<file path="src/rtl/intr_ctrl_if.sv">
// intr_ctrl bus: interrupt lines, mask port, CPU ack/eoi and status views.
// master = CPU/system side, slave = controller side.
interface intr_ctrl_if #(
  parameter int NUM_SRC = 8,
  parameter int CAUSE_W = $clog2(NUM_SRC)
);
  logic [NUM_SRC-1:0] I_irq;
  logic               I_mask_we;
  logic [NUM_SRC-1:0] I_mask_wdata;
  logic               I_ack;
  logic               I_eoi;
  logic               O_int;
  logic [CAUSE_W-1:0] O_cause;
  logic [NUM_SRC-1:0] O_pending;
  logic [NUM_SRC-1:0] O_mask;

  modport master (
    output I_irq, I_mask_we, I_mask_wdata,
    output I_ack, I_eoi,
    input  O_int, O_cause, O_pending, O_mask
  );

  modport slave (
    input  I_irq, I_mask_we, I_mask_wdata,
    input  I_ack, I_eoi,
    output O_int, O_cause, O_pending, O_mask
  );
endinterface

</file>
<file path="src/rtl/intr_ctrl.sv">
// Edge-triggered, fixed-priority interrupt controller.
// Lowest active index wins; one request in flight, no nesting.
module intr_ctrl #(
  parameter int NUM_SRC = 8,
  parameter int CAUSE_W = $clog2(NUM_SRC)
) (
  input  logic      I_clk,
  input  logic      I_rst,
  intr_ctrl_if.slave bus
);

  typedef enum logic [1:0] {
    IDLE,
    REQ,
    SERVICE
  } state_t;

  state_t             state_q, state_d;
  logic [CAUSE_W-1:0] cause_q, cause_d;
  logic [NUM_SRC-1:0] prev_q;
  logic [NUM_SRC-1:0] pend_q, pend_d;
  logic [NUM_SRC-1:0] mask_q, mask_d;
  logic [NUM_SRC-1:0] evt;
  logic [NUM_SRC-1:0] active;
  logic [NUM_SRC-1:0] ack_clr;
  logic [CAUSE_W-1:0] sel;

  assign evt    = bus.I_irq & ~prev_q;
  assign active = pend_q & mask_q;

  // Priority pick: scan downward so the lowest set index is kept.
  always_comb begin
    sel = '0;
    for (int i = NUM_SRC - 1; i >= 0; i--) begin
      if (active[i]) sel = CAUSE_W'(i);
    end
  end

  // Request FSM; the ack clears the presented source's pending bit.
  always_comb begin
    state_d = state_q;
    cause_d = cause_q;
    ack_clr = '0;
    unique case (state_q)
      IDLE: begin
        if (active != '0) begin
          cause_d = sel;
          state_d = REQ;
        end
      end
      REQ: begin
        if (bus.I_ack) begin
          ack_clr = NUM_SRC'(1) << cause_q;
          state_d = SERVICE;
        end else if (active == '0) begin
          state_d = IDLE;
        end
      end
      SERVICE: begin
        if (bus.I_eoi) state_d = IDLE;
      end
      default: state_d = IDLE;
    endcase
  end

  // New events override a same-cycle ack clear so none is lost.
  always_comb begin
    pend_d = (pend_q & ~ack_clr) | evt;
    mask_d = bus.I_mask_we ? bus.I_mask_wdata : mask_q;
  end

  // State, edge history, pending and mask registers.
  always_ff @(posedge I_clk) begin
    if (!I_rst) begin
      state_q <= IDLE;
      cause_q <= '0;
      prev_q  <= '0;
      pend_q  <= '0;
      mask_q  <= '0;
    end else begin
      state_q <= state_d;
      cause_q <= cause_d;
      prev_q  <= bus.I_irq;
      pend_q  <= pend_d;
      mask_q  <= mask_d;
    end
  end

  assign bus.O_int     = (state_q == REQ);
  assign bus.O_cause   = cause_q;
  assign bus.O_pending = pend_q;
  assign bus.O_mask    = mask_q;

endmodule

</file>
<file path="src/flat_wrapper.sv">
// flat-port wrapper written by rule: the top's interface ports become plain ports
module intr_ctrl_flat 
#(
  parameter int NUM_SRC = 8,
  parameter int CAUSE_W = $clog2(NUM_SRC)
)
  (I_clk, I_rst, bus_I_irq, bus_I_mask_we, bus_I_mask_wdata, bus_I_ack, bus_I_eoi, bus_O_int, bus_O_cause, bus_O_pending, bus_O_mask);
  intr_ctrl_if #(.NUM_SRC(NUM_SRC), .CAUSE_W(CAUSE_W)) bus_i ();
  input  logic I_clk;
  input  logic I_rst;
  input wire logic [$bits(bus_i.I_irq)-1:0] bus_I_irq;
  input wire logic [$bits(bus_i.I_mask_we)-1:0] bus_I_mask_we;
  input wire logic [$bits(bus_i.I_mask_wdata)-1:0] bus_I_mask_wdata;
  input wire logic [$bits(bus_i.I_ack)-1:0] bus_I_ack;
  input wire logic [$bits(bus_i.I_eoi)-1:0] bus_I_eoi;
  output wire logic [$bits(bus_i.O_int)-1:0] bus_O_int;
  output wire logic [$bits(bus_i.O_cause)-1:0] bus_O_cause;
  output wire logic [$bits(bus_i.O_pending)-1:0] bus_O_pending;
  output wire logic [$bits(bus_i.O_mask)-1:0] bus_O_mask;
  assign bus_i.I_irq = bus_I_irq;
  assign bus_i.I_mask_we = bus_I_mask_we;
  assign bus_i.I_mask_wdata = bus_I_mask_wdata;
  assign bus_i.I_ack = bus_I_ack;
  assign bus_i.I_eoi = bus_I_eoi;
  assign bus_O_int = bus_i.O_int;
  assign bus_O_cause = bus_i.O_cause;
  assign bus_O_pending = bus_i.O_pending;
  assign bus_O_mask = bus_i.O_mask;
  intr_ctrl #(.NUM_SRC(NUM_SRC), .CAUSE_W(CAUSE_W)) u_core (.I_clk(I_clk), .I_rst(I_rst), .bus(bus_i));
endmodule
</file>
<file path="config.mk">
export PLATFORM = sky130hd
export DESIGN_NAME = intr_ctrl_flat
export DESIGN_NICKNAME = d
export VERILOG_FILES = /design/src/rtl/intr_ctrl_if.sv /design/src/rtl/intr_ctrl.sv /design/src/flat_wrapper.sv
export SDC_FILE = /design/constraint.sdc
export NUM_CORES = 1
export LEC_CHECK = 0
export BUFFER_PORTS_ARGS = -buffer_cell sky130_fd_sc_hd__clkbuf_2
export CAP_MARGIN = 30
export CORE_MARGIN = 2
export CORE_UTILIZATION = 48
export DETAILED_ROUTE_END_ITERATION = 8
export PLACE_DENSITY = 0.77
export SKIP_CTS_REPAIR_TIMING = 1
export SYNTH_ARGS = -nofsm -noshare
export SYNTH_HDL_FRONTEND = slang
export SYNTH_SLANG_ARGS = --single-unit
</file>
<file path="constraint.sdc">
create_clock -name I_clk -period 1.6 [get_ports I_clk]
set_input_delay 0.24 -clock I_clk [delete_from_list [all_inputs] [get_ports I_clk]]
set_output_delay 0.24 -clock I_clk [all_outputs]
set_load 0.02 [all_outputs]
</file>
==> reports/results.tsv <==
stage	metric	value	unit
sta	finalMaxSlewViolations	0	
sta	setup_violations	0	
clock_network	cts_tree	done	
clock_network	cts_max_level	2	
floorplanning	core	2255	sq um
sta	hold_viol	0	
layout	antennaDiodeCount	0	
clock_network	cts_inserted_buffers	5	
clock_network	cts_sinks	29	
clock_network	cts.path.max_buffers	2	
global_routing	first_global_vias	1050	
floorplanning	num_rows	17	
layout	final_area	1473	sq um
worst_hold_path	hold_class	in -> reg	
routing	wl_per_cell	13.80	um
placed_design	io_buffers	40	
critical_path	crit_end	u_core.bus.O_cause[0]$_SDFFE_PN0P_	
clock_network	insertion_delay	0.32	ns
logic_synthesis	ys_seq_area_frac	0.4973	
sta	rsz0062_at_grt	no	
layout	utilization	0.6532	
routing	wl	2704	um
routing	drt-initial-drc-count	21	
clock_network	clkTransAtPathRegs	0.09	ns
critical_path	cp_max_fo	4	
logic_synthesis	synth.net_count	142	
routing	via_per_inst	5.189	
global_routing	track_usage	0.2248	
critical_path	worstSetupStartpoint	u_core.bus.O_pending[1]$_SDFF_PN0_	
pwr	leakage	0.6848	nW
sta	skew	0.009803	ns
placed_design	place_congestion	0.9995	
layout	area_growth	26.15	%
logic_synthesis	ys_types	23	
layout	final_common_cell	clkbuf_2	
placed_design	place_hpwl	2073	um
critical_path	end_kind	register	
routing	drc	0	
pwr	powerDensity	1031	nW/um^2
run_status	status	complete, no violations	
logic_synthesis	avgSynthCellArea	9.648	sq um
routing	dr.pass1.iters	4	
critical_path	cp.required	1.82	ns
logic_synthesis	ys_ff_latch	29	
logic_synthesis	syn_area	1167	sq um
global_routing	grt_max_degree	31	
pwr	vdd_ir_drop_max	0.7857	mV
floorplanning	dieArea	2842	sq um
critical_path	r2r-end	u_core.bus.O_cause[0]$_SDFFE_PN0P_	
routing	ant_nets	0	
floorplanning	ios	41	
critical_path	crit_type	reg -> reg	
critical_path	critical_path_arrival	1.74	ns
run	maxCapViolCount	0	
sta	post-route-period-util	0.9502	
critical_path	r2r_start	u_core.bus.O_pending[1]$_SDFF_PN0_	
clock_network	clockRootBuffer	clkbuf_4	
sta	max_freq	0.6578	GHz
logic_synthesis	synth_cells	121	
sta	slew_headroom	0.6909	
global_routing	grt_first_pass_wirelength	4519	um
critical_path	r2r_setup_slack	0.08	ns
floorplanning	die_w	53.32	um
global_routing	antenna_found_initial	0	
layout	fin_nets	189	
floorplanning	dieHeight	53.32	um
global_routing	grt_overflow	0	
routing	num_vias	1017	
layout	final_cell_mix	40 x clkbuf_2, 29 x dfxtp_1, 11 x nand2_1	
logic_synthesis	ys_warn_count	0	
sta	setup_tns	0	ns
floorplanning	start_util	0.5178	
placed_design	postPlaceCellArea	1418	sq um
layout	layout-drive-gt1-share	0.3214	
critical_path	rr_worst_depth	3	
sta	tightestPinTransition	0.4636	ns
sta	post-route-min-period	1.520	ns
critical_path	cp-start-kind	register	
-- critical path, stage by stage, from the launching register on --
cell     delay (ns)
dfxtp_1        0.35
a22o_1         0.27
or4_4          0.57
a41o_1         0.24
-- synth_stat cells, drive strengths merged --
library cell	count	area share
dfxtp	29	0.50
nand2	11	0.035
nand2b	10	0.054
nor2b	10	0.054
o21ai	10	0.043
a21boi	8	0.051
and2	8	0.043
mux2i	8	0.069
a21oi	5	0.025
a22o	4	0.031
clkbuf	4	0.013
nor2	3	0.0096
a32oi	2	0.015
o31ai	2	0.013
a31oi	1	0.0054
a41o	1	0.0086
and3b	1	0.0075
and4b	1	0.0086
inv	1	0.0032
or2	1	0.0054
or4	1	0.0096
-- metrics by stage --
stage                     power [mW]  worst slack (ns)  std cells  hold WS [ns]
final                          1.519           0.07969        196        0.1374
after global routing           1.595           0.02899        196        0.1314
after CTS                      1.535           0.08289        196        0.1278
after detailed placement       1.093           0.09230        189        0.4618
after global placement         1.080            0.1564        189        0.4576
after floorplan               0.9844           0.08346        121        0.3617
-- cell families (layout without fill, tap and decap cells) --
| logic type | Yosys count | in the layout | share of synthesized area |
|---|---|---|---|
| AO/OA/AOI/OAI | 33 | 33 | 0.1919 |
| buffers and inverters | 5 | 52 | 0.01607 |
| flip-flops | 29 | 29 | 0.4973 |
| multiplexers | 8 | 8 | 0.06860 |
| AND/OR/NAND/NOR | 46 | 46 | 0.2262 |
-- power breakdown --
| part | total (mW) | switching (mW) | internal, mW |
|---|---|---|---|
| logic | 0.258 | 0.143 | 0.115 |
| clock network | 0.444 | 0.237 | 0.207 |
| registers | 0.817 | 0.0457 | 0.771 |
| total | 1.52 | 0.425 | 1.09 |
-- routing by layer --
layer	up-vias	part of all wire	global-route usage
li1	517	-	-
met1	462	0.44	0.2719
met2	36	0.47	0.3683
met3	2	0.075	0.07910
met4	0	0.0074	0.07265
met5	-	0	0
-- worst min path at each step --
stage,start,endpoint,slack [ns],depth (start not counted)
floorplan,bus_I_irq[0],u_core.prev_q[0]$_SDFF_PN0_,0.36,1
CTS,bus_I_irq[1],u_core.prev_q[1]$_SDFF_PN0_,0.13,2
detailed placement,bus_I_irq[6],u_core.prev_q[6]$_SDFF_PN0_,0.46,2
finish,bus_I_irq[1],u_core.prev_q[1]$_SDFF_PN0_,0.14,2
global placement,bus_I_irq[1],u_core.prev_q[1]$_SDFF_PN0_,0.46,2
global route,bus_I_irq[0],u_core.prev_q[0]$_SDFF_PN0_,0.13,2
-- registers in the layout, summed over array words and instances, names as in the netlist --
signal,flops
u_core.prev_q,8
u_core.bus.O_mask,8
u_core.state_q,2
u_core.bus.O_cause,3
u_core.bus.O_pending,8
-- layout make-up --
class | instances | area [sq um]
Clock buffer | 7 | 55.05
Fill cell | 201 | 782.0
Inverter | 1 | 3.754
Multi-Input combinational cell | 87 | 568.0
Sequential cell | 29 | 580.6
Tap cell | 28 | 35.03
Timing Repair Buffer | 44 | 230.2
Note: power is estimated with default switching activity, not from simulation.
